`config.mk`:
```
export PLATFORM = sky130hd
export DESIGN_NAME = seg_scan_driver_flat
export DESIGN_NICKNAME = d
export VERILOG_FILES = /design/src/rtl/seg_scan_if.sv /design/src/rtl/seg_scan_driver.sv /design/src/flat_wrapper.sv
export SDC_FILE = /design/constraint.sdc
export NUM_CORES = 1
export LEC_CHECK = 0
export CAP_MARGIN = 20
export CELL_PAD_IN_SITES_DETAIL_PLACEMENT = 1
export CELL_PAD_IN_SITES_GLOBAL_PLACEMENT = 1
export CORE_ASPECT_RATIO = 2
export CORE_MARGIN = 2
export CORE_UTILIZATION = 40
export CTS_CLUSTER_SIZE = 16
export DETAILED_ROUTE_END_ITERATION = 7
export DONT_BUFFER_PORTS = 1
export PLACE_DENSITY = 0.69
export SYNTH_ARGS = -nofsm -noshare
export SYNTH_HDL_FRONTEND = slang
export SYNTH_SLANG_ARGS = --single-unit
```
`constraint.sdc`:
```
create_clock -name clk -period 3.07 [get_ports clk]
set_input_delay 0 -clock clk [delete_from_list [all_inputs] [get_ports clk]]
set_output_delay 0 -clock clk [all_outputs]
set_load 0.03 [all_outputs]
```
`src/rtl/seg_scan_if.sv`:
```
// Bundle between a value source and the seven-segment scan driver.
// The master side loads hex values; the slave side drives the display pins.
interface seg_scan_if;
   logic        load;
   logic [15:0] value;
   logic [3:0]  dp_in;
   logic        lzb_en;
   logic [6:0]  seg;
   logic        dp;
   logic [3:0]  anode;
   logic        frame_done;
   logic        upd_pend;

   modport master (
      output load, value, dp_in, lzb_en,
      input  seg, dp, anode, frame_done, upd_pend
   );

   modport slave (
      input  load, value, dp_in, lzb_en,
      output seg, dp, anode, frame_done, upd_pend
   );
endinterface

```
`src/rtl/seg_scan_driver.sv`:
```
// Time-multiplexed driver for a 4-digit common-anode seven-segment display.
// New values are committed only at frame boundaries so a frame never mixes two values.
module seg_scan_driver #(
   parameter int REFRESH_DIV = 100000,
   parameter int BLANK_CYC   = 2
) (
   input  logic       clk,
   input  logic       rst,
   seg_scan_if.slave  bus
);

   localparam int                CNT_W   = $clog2(REFRESH_DIV);
   localparam logic [CNT_W-1:0]  CNT_MAX = CNT_W'(REFRESH_DIV - 1);
   localparam logic [CNT_W-1:0]  BLANK_N = CNT_W'(BLANK_CYC);

   logic [CNT_W-1:0] cnt_q, cnt_d;
   logic [1:0]       dig_q, dig_d;
   logic [15:0]      pend_val_q, shown_val_q;
   logic [3:0]       pend_dp_q, shown_dp_q;
   logic             upd_pend_q;
   logic [3:0]       anode_q, anode_d;
   logic [6:0]       seg_q, seg_d;
   logic             dp_q, dp_d;
   logic             frame_done_q;
   logic             fb;
   logic [3:0]       nib;
   logic [3:0]       lead_zero;
   logic             lz_blank;

   function automatic logic [6:0] hex7(input logic [3:0] h);
      logic [6:0] s;
      case (h)
         4'h0: s = 7'b1000000;
         4'h1: s = 7'b1111001;
         4'h2: s = 7'b0100100;
         4'h3: s = 7'b0110000;
         4'h4: s = 7'b0011001;
         4'h5: s = 7'b0010010;
         4'h6: s = 7'b0000010;
         4'h7: s = 7'b1111000;
         4'h8: s = 7'b0000000;
         4'h9: s = 7'b0010000;
         4'hA: s = 7'b0001000;
         4'hB: s = 7'b0000011;
         4'hC: s = 7'b1000110;
         4'hD: s = 7'b0100001;
         4'hE: s = 7'b0000110;
         default: s = 7'b0001110;
      endcase
      return s;
   endfunction

   // lead_zero[i]: digit i and every digit above it are zero; digit0 is never blanked
   always_comb begin
      lead_zero[3] = (shown_val_q[15:12] == 4'h0);
      lead_zero[2] = lead_zero[3] && (shown_val_q[11:8] == 4'h0);
      lead_zero[1] = lead_zero[2] && (shown_val_q[7:4] == 4'h0);
      lead_zero[0] = 1'b0;
   end

   always_comb begin
      fb       = (dig_q == 2'd3) && (cnt_q == CNT_MAX);
      cnt_d    = (cnt_q == CNT_MAX) ? '0 : cnt_q + 1'b1;
      dig_d    = (cnt_q == CNT_MAX) ? dig_q + 2'd1 : dig_q;
      nib      = shown_val_q[{dig_q, 2'b00} +: 4];
      lz_blank = bus.lzb_en && lead_zero[dig_q];
      anode_d  = 4'b1111;
      seg_d    = 7'b1111111;
      dp_d     = 1'b1;
      // Start-of-slot blank window keeps the previous digit from ghosting
      if (cnt_q >= BLANK_N) begin
         dp_d = ~shown_dp_q[dig_q];
         if (!lz_blank) begin
            anode_d = ~(4'b0001 << dig_q);
            seg_d   = hex7(nib);
         end
      end
   end

   always_ff @(posedge clk or posedge rst) begin
      if (rst) begin
         cnt_q        <= '0;
         dig_q        <= 2'd0;
         pend_val_q   <= 16'h0000;
         pend_dp_q    <= 4'h0;
         shown_val_q  <= 16'h0000;
         shown_dp_q   <= 4'h0;
         upd_pend_q   <= 1'b0;
         anode_q      <= 4'b1111;
         seg_q        <= 7'b1111111;
         dp_q         <= 1'b1;
         frame_done_q <= 1'b0;
      end else begin
         cnt_q <= cnt_d;
         dig_q <= dig_d;
         if (bus.load) begin
            pend_val_q <= bus.value;
            pend_dp_q  <= bus.dp_in;
         end
         // A load landing on the boundary bypasses the pending register
         if (fb) begin
            if (bus.load) begin
               shown_val_q <= bus.value;
               shown_dp_q  <= bus.dp_in;
            end else if (upd_pend_q) begin
               shown_val_q <= pend_val_q;
               shown_dp_q  <= pend_dp_q;
            end
            upd_pend_q <= 1'b0;
         end else if (bus.load) begin
            upd_pend_q <= 1'b1;
         end
         anode_q      <= anode_d;
         seg_q        <= seg_d;
         dp_q         <= dp_d;
         frame_done_q <= fb;
      end
   end

   assign bus.anode      = anode_q;
   assign bus.seg        = seg_q;
   assign bus.dp         = dp_q;
   assign bus.frame_done = frame_done_q;
   assign bus.upd_pend   = upd_pend_q;

endmodule
```
`src/flat_wrapper.sv`:
```
// flat-port wrapper written by rule: the top's interface ports become plain ports
module seg_scan_driver_flat 
#(
   parameter int REFRESH_DIV = 100000,
   parameter int BLANK_CYC   = 2
)
  (clk, rst, bus_load, bus_value, bus_dp_in, bus_lzb_en, bus_seg, bus_dp, bus_anode, bus_frame_done, bus_upd_pend);
  seg_scan_if bus_i ();
  input  logic clk;
  input  logic rst;
  input wire logic [$bits(bus_i.load)-1:0] bus_load;
  input wire logic [$bits(bus_i.value)-1:0] bus_value;
  input wire logic [$bits(bus_i.dp_in)-1:0] bus_dp_in;
  input wire logic [$bits(bus_i.lzb_en)-1:0] bus_lzb_en;
  output wire logic [$bits(bus_i.seg)-1:0] bus_seg;
  output wire logic [$bits(bus_i.dp)-1:0] bus_dp;
  output wire logic [$bits(bus_i.anode)-1:0] bus_anode;
  output wire logic [$bits(bus_i.frame_done)-1:0] bus_frame_done;
  output wire logic [$bits(bus_i.upd_pend)-1:0] bus_upd_pend;
  assign bus_i.load = bus_load;
  assign bus_i.value = bus_value;
  assign bus_i.dp_in = bus_dp_in;
  assign bus_i.lzb_en = bus_lzb_en;
  assign bus_seg = bus_i.seg;
  assign bus_dp = bus_i.dp;
  assign bus_anode = bus_i.anode;
  assign bus_frame_done = bus_i.frame_done;
  assign bus_upd_pend = bus_i.upd_pend;
  seg_scan_driver #(.REFRESH_DIV(REFRESH_DIV), .BLANK_CYC(BLANK_CYC)) u_core (.clk(clk), .rst(rst), .bus(bus_i));
endmodule
```
---- Word-level counts from Yosys, hierarchy flattened ----
Memories as Yosys holds them, arrays and structs flattened.
Index checks and enable logic that the tools add are counted.
storage, ports and cells
  bits in registers ....................... 73
  bits in latches ......................... 0
  memory bits (writable) .................. 0
  ROM bits ................................ 112
  output and inout port bits .............. 14
  logic and storage cells ................. 48
  memories ................................ 1
cells by class
  add/sub/neg operators ................... 2
  multipliers ............................. 0
  div/mod/pow operators ................... 0
  magnitude comparators ................... 2
  eq/ne operators ......................... 2
  shift-type cells ........................ 2
  muxes and demuxes ....................... 16
  bitwise operators ....................... 2
  reductions and logical operators ........ 10
memories
  name             depth  bits a word  read ports  clocked after memory_dff  wr ports  line                   text
  (no name shown)  16     7            1           0                         0         seg_scan_driver.sv:32  case (h)
operators with widths
  operator                                                                              number
  16-bit 2-to-1 mux                                                                     2
  17-bit by 1-bit adder with 17-bit output, second input constant                       1
  17-bit == test, second input constant                                                 1
  17-bit by 2-bit greater-or-equal comparator with 1-bit output, second input constant  1
  17-bit 2-to-1 mux                                                                     1
  4-bit 2-to-1 mux                                                                      4
  16-bit by 5-bit variable part select with 4-bit output                                1
  7-bit 2-to-1 mux                                                                      2
  4-bit logical NOT                                                                     3
  1-bit 2-to-1 mux                                                                      5
  1-bit binary-select mux with 2-bit select                                             2
  1-bit logical AND                                                                     4
  4-bit inverter                                                                        1
  2-bit nonzero test                                                                    2
  1-bit by 2-bit left shift with 4-bit output, first input constant                     1
  2-bit by 3-bit less-than comparator with 1-bit output, second input constant          1
  2-bit by 1-bit adder with 2-bit output, second input constant                         1
  2-bit == test, second input constant                                                  1
  2-bit AND reduction                                                                   1
  1-bit inverter                                                                        1

---- Longest topological paths before layout ----
  depth in word-level cells ............... 8
  depth in mapped cells ................... 8
  depth with buffers taken out ............ 7

---- Worst setup path before layout ----
No wires, ideal clock.
  kind .................................... flip-flop to flip-flop
  start ................................... register u_core.dig_q[0]
  end ..................................... register u_core.seg_q[3], in the netlist u_core.bus.seg[3]
  library setup time ...................... 0.097 ns
  arrival ................................. 1.845 ns
  slack ................................... 1.128 ns
  cell stages (with the launch flop) ...... 7
  path buffers ............................ 1
  clock period less this slack ............ 1.942 ns
  cells stage by stage .................... dfrtp_1 buf_6 mux4_1 ha_1 mux2_2 mux2i_1 nand3_1
between the ends
  word-level cells in the longest chain between the ends .. 5
  elaborated cells between the ends (all ways) .. 7
  classes of those cells .................. 1 x shift; 4 x mux; 1 x reduce/logical; 1 x memory
RTL lines
  element                                                                         line                    text
  start, declared                                                                 seg_scan_driver.sv:17   logic [1:0] dig_q, dig_d;
  start signal, assigned                                                          seg_scan_driver.sv:95   dig_q <= dig_d;
  parallel branches: the longest is 3 deep, another holds memory read 16 x 7 bit  n/a
  7-bit 2-to-1 mux (*)                                                            seg_scan_driver.sv:73   if (!lz_blank) begin
  7-bit 2-to-1 mux (*)                                                            seg_scan_driver.sv:71   if (cnt_q >= BLANK_N) begin
  via u_core.seg_d[3]                                                             seg_scan_driver.sv:22   logic [6:0] seg_q, seg_d;
  end signal, assigned                                                            seg_scan_driver.sv:114  seg_q <= seg_d;
  end, declared                                                                   seg_scan_driver.sv:22
Mark *: on every way through the listed nets, which the timed path passes. The select of a mux whose other input is x is not followed.
A chain may end at the register's enable or synchronous reset.

---- Worst setup path after layout ----
Ends and elaborated chain as after synthesis.

==> impl_summary.md <==
Critical path
The dominant delay contributor by cell family on the critical path is multiplexers. The standard cell with the maximum stage delay on the critical path is sky130_fd_sc_hd__mux4_1. The critical path contains buffers and inverters numbering 0 combined. The critical-path maximum fanout is 10.

Traced cell by cell, the critical path runs through mux4_1 -> ha_1 -> mux2_2 -> mux2i_1 -> nand3_1. The type of origin of the critical path is a register. At the worst endpoint, the required time is 3.30 ns. The worst setup path is captured at a register. The arrival time at the worst endpoint is about 2.4 ns. The kind of critical path is register to register. The largest single stage delay on the critical path is around 0.73 ns.

Floorplanning
The die height is 134 um. The placement row count is 47. The overall die width is 69.1 um.

The number of ports placed on the die boundary is 38. The initial utilization of the core area, before any placement, comes to approximately two fifths. The die covers 9270 um2.

The area of the core is 8230 um2.

Pwr
In this run switching power makes up between 20% and 30% of total power. The share of total power dissipated in combinational logic is ~4.4%. The part of the power in the clock network is about half. In this run the power density over the cells is between 500 and 600 nW/um2. The design internal power is approximately 1700 uW. Summed over all nets, the switching power comes to ~440 uW. In this run, flip-flops and latches consume 47.4% of the power. The static leakage is between 0.0015 and 0.002 uW.

The worst-case IR drop observed on VDD is 0.000409 V.

Yosys
The number of register bits inferred by synthesis is 73. The area share of the largest cell type after synthesis is between 40% and 50%. In this run, distinct cell masters in the synthesized netlist total 38. The synthesized design spends more area on one cell type than any other, namely sky130_fd_sc_hd__dfrtp_1.

In the post-synthesis netlist, the biggest area contributors are sky130_fd_sc_hd__dfrtp_1 45%, sky130_fd_sc_hd__mux2_2 14%, sky130_fd_sc_hd__dfstp_2 9.3%. By count the netlist is led by 61 x sky130_fd_sc_hd__dfrtp_1, 42 x sky130_fd_sc_hd__mux2_2, 16 x sky130_fd_sc_hd__nor2_1. The number of flops mapped to enable cells by yosys is 0.

The synthesized netlist devotes roughly 3.6% of its cell area to XOR and XNOR gates. A synthesized cell averages about 13 um2. Counting flops with an async set or reset pin after synthesis yields a share of 100%. The combinational family with the most area after synthesis is multiplexers. The count of yosys warnings during synthesis is 0. Among all flip-flop cells after synthesis, the most frequent one is sky130_fd_sc_hd__dfrtp_1. The share of synthesized area spent on multiplexers is about a fifth. After Yosys synthesis, full adders, half adders and majority gates account for under 10% of the synthesized area. The area fraction in and, or, nand and nor cells after synthesis is between 10% and 20%.

sky130_fd_sc_hd__dfrtp_1 is the most common cell in the netlist. After synthesis the cells add up to ~3400 um2. Synthesis produced 258 cells. The net count after synthesis is 294. The share of the Yosys chip area taken by registers is a little over half. The synthesized netlist devotes 2.25% of its cell area to compound gates.

Layout
Relative to the synthesized area, the layout overhead comes to 18.2%. The number of antenna diodes in the final layout is 0. The final layout net count is ~320. In the final layout, the share of cells above drive strength 1 is 28.5%. The post-layout instance area is 4010 um2.

Place
The congestion estimate from routability-driven global placement came to 0.764. In this run the cell area measured after placement is 3460 um2. Detailed placement finished with a half-perimeter wire length of approximately 5.2 mm. During placement, the flow inserted port buffers numbering 0.

Clocking
The CTS tree is done. Buffers added to address setup during post-CTS repair amount to 0. The clock sink total is 73. Buffers inserted to repair hold after CTS numbered 22.

After clock tree synthesis, the clock-pin slew on the worst setup and hold paths is 0.06 ns. The number of gates resized after cts is 0. The longest clock path from root to sink contains 2 buffers. The number of CTS-inserted buffers is 9.

The number of H-tree branching levels is 3. At the later pin of the worst-skew pair, clock insertion delay measures roughly 0.33 ns. The clock root buffer is sky130_fd_sc_hd__clkbuf_16.

Detailed routing
The number of nets with antenna violations after detailed routing is 0. Detailed routing inserted a total of around 2,100 vias. After detailed routing, the total wire length is roughly 7.2 mm. The average via count per standard cell is 5.38. After detailed routing, the average wire length per cell comes to 18.6 um. The final routed DRC violation total is 0. For this block, the initial DRC count from the detailed router was between 70 and 80. The pre-antenna-repair detailed-routing pass consisted of 4 iterations.

Timing
The hold violation total from the final report is 0. The worst slack on hold paths is 0.0300 ns. For the finished layout, the period the worst path requires is about 2.2 ns. The portion of the clock cycle consumed by the worst path in the final layout is ~70%. Based on the critical path, the design can be clocked at up to between 400 and 500 MHz.

The total negative slack for setup checks is 0 ns. The number of pins with negative max-slew slack in the final report is 0. For the pin with the worst max-slew slack, the measured transition is 0.536 ns. The worst pin sits at a relative slew slack of around 64%.

Setup violations remaining at the end of the flow were counted as 0. Clock skew on the completed layout was measured at between 0.008 and 0.009 ns. Setup repair after global routing left no endpoint under its margin.

Global routing
Entering global routing, the biggest net connects between 50 and 60 pins. The number of global-route vias before repair is roughly 2,400. The total overflow left after global routing is 0.

The initial antenna violation count is 0. The all-layer global routing usage is roughly 17%. The first-pass GRT wire length is 12.1 mm.

Hold path
The min-delay analysis places its worst path in the category input pin to async pin.

Run
Max-cap violations in this run came to 0.

Status
The run finished with clean final reports.
## per-stage QoR
stage,power [uW],instances,worst slack [ns],utilization (%)
6_report,2100,389,0.864,48.7
5_1_grt,2190,389,0.732,48.7
4_1_cts,2130,387,0.849,48.2
3_5_place_dp,1080,349,0.880,42.1
3_3_place_gp,1070,349,0.937,42.1
2_1_floorplan,1060,258,1.13,-
## state kept, by name, indices dropped and copies added, names as in the netlist
name                   cells
u_core.bus.anode           4
u_core.bus.dp              1
u_core.bus.frame_done      1
u_core.bus.seg             7
u_core.bus.upd_pend        1
u_core.cnt_q              17
u_core.dig_q               2
u_core.pend_dp_q           4
u_core.pend_val_q         16
u_core.shown_dp_q          4
u_core.shown_val_q        16
## cell type report
| cell class | count | area [um2] |
|---|---|---|
| Inverter | 9 | 33.8 |
| Fill cell | 867 | 4230 |
| Multi-Input combinational cell | 167 | 1450 |
| Timing Repair Buffer | 26 | 270 |
| Sequential cell | 73 | 1840 |
| Clock buffer | 11 | 233 |
| Tap cell | 98 | 123 |
| Clock inverter | 5 | 56.3 |
## final timing paths
kind	from	to	slack, ns	cells after the start
max in group asynchronous	rst	u_core.pend_val_q[10]	2.20	4
setup / recovery	u_core.dig_q[0]	u_core.bus.seg[3]	0.86	5
hold / removal	rst	u_core.pend_dp_q[3]	0.03	2
hold reg to reg	u_core.cnt_q[0]	u_core.cnt_q[0]	0.49	1
min in group clk	bus_lzb_en	u_core.bus.seg[3]	0.16	3
setup reg to reg	u_core.dig_q[0]	u_core.bus.seg[3]	0.86	5
## power groups by stage
stage          Combinational (uW)  Clock [uW]  Sequential [uW]
2_1_floorplan                49.8           0             1010
3_3_place_gp                 60.2           0             1010
3_5_place_dp                 62.9           0             1010
4_1_cts                      90.9        1040              996
5_1_grt                       104        1090              998
6_report                     92.9        1010              996
## worst register-to-register path: cells and delay by family (launching register included)
| kind | cells | cell delay (ns) |
|---|---|---|
| adder cells (fa/ha/maj) | 1 | 0.28 |
| flip-flops | 1 | 0.58 |
| multiplexers | 3 | 1.14 |
| AND/OR/NAND/NOR | 1 | 0.09 |
## kinds of logic after synthesis
family | Yosys count
AND/OR/NAND/NOR | 75
buffers and inverters | 18
flip-flops | 73
multiplexers | 54
XOR/XNOR | 14
adder cells (fa/ha/maj) | 12
AO/OA/AOI/OAI | 12
## metal layers
layer,track usage [%],wire length [um],vias to the layer above
li1,-,-,971
met1,17.0,2600,1082
met2,32.5,4270,30
met3,3.98,200,11
met4,7.52,150,0
met5,0,0,-
## layout by cell type (no fill, tap or decap), types with 2 or more instances in the layout
cell,netlist,final
sky130_fd_sc_hd__dfrtp_1,61,61
sky130_fd_sc_hd__mux2_2,42,42
sky130_fd_sc_hd__dlygate4sd3_1,0,22
sky130_fd_sc_hd__nor2_1,16,16
sky130_fd_sc_hd__nand2_1,12,12
sky130_fd_sc_hd__ha_1,12,12
sky130_fd_sc_hd__dfstp_2,12,12
sky130_fd_sc_hd__nand3_1,11,11
sky130_fd_sc_hd__nand4_1,9,9
sky130_fd_sc_hd__clkbuf_16,0,9
sky130_fd_sc_hd__inv_1,9,8
sky130_fd_sc_hd__nor4_1,7,7
sky130_fd_sc_hd__xor2_1,7,7
sky130_fd_sc_hd__xnor2_1,7,7
sky130_fd_sc_hd__mux2i_1,6,6
sky130_fd_sc_hd__nor2b_1,4,4
sky130_fd_sc_hd__o21ai_0,3,3
sky130_fd_sc_hd__nor3_1,3,3
sky130_fd_sc_hd__mux4_1,3,3
sky130_fd_sc_hd__mux4_2,3,3
sky130_fd_sc_hd__a21oi_1,3,3
sky130_fd_sc_hd__and3_1,2,2
sky130_fd_sc_hd__a21o_1,2,2
sky130_fd_sc_hd__and2_2,2,2
sky130_fd_sc_hd__o21bai_1,2,2
sky130_fd_sc_hd__clkinv_2,0,2
sky130_fd_sc_hd__clkbuf_1,2,2
sky130_fd_sc_hd__buf_4,0,2
(Power assumes the default switching activity.)
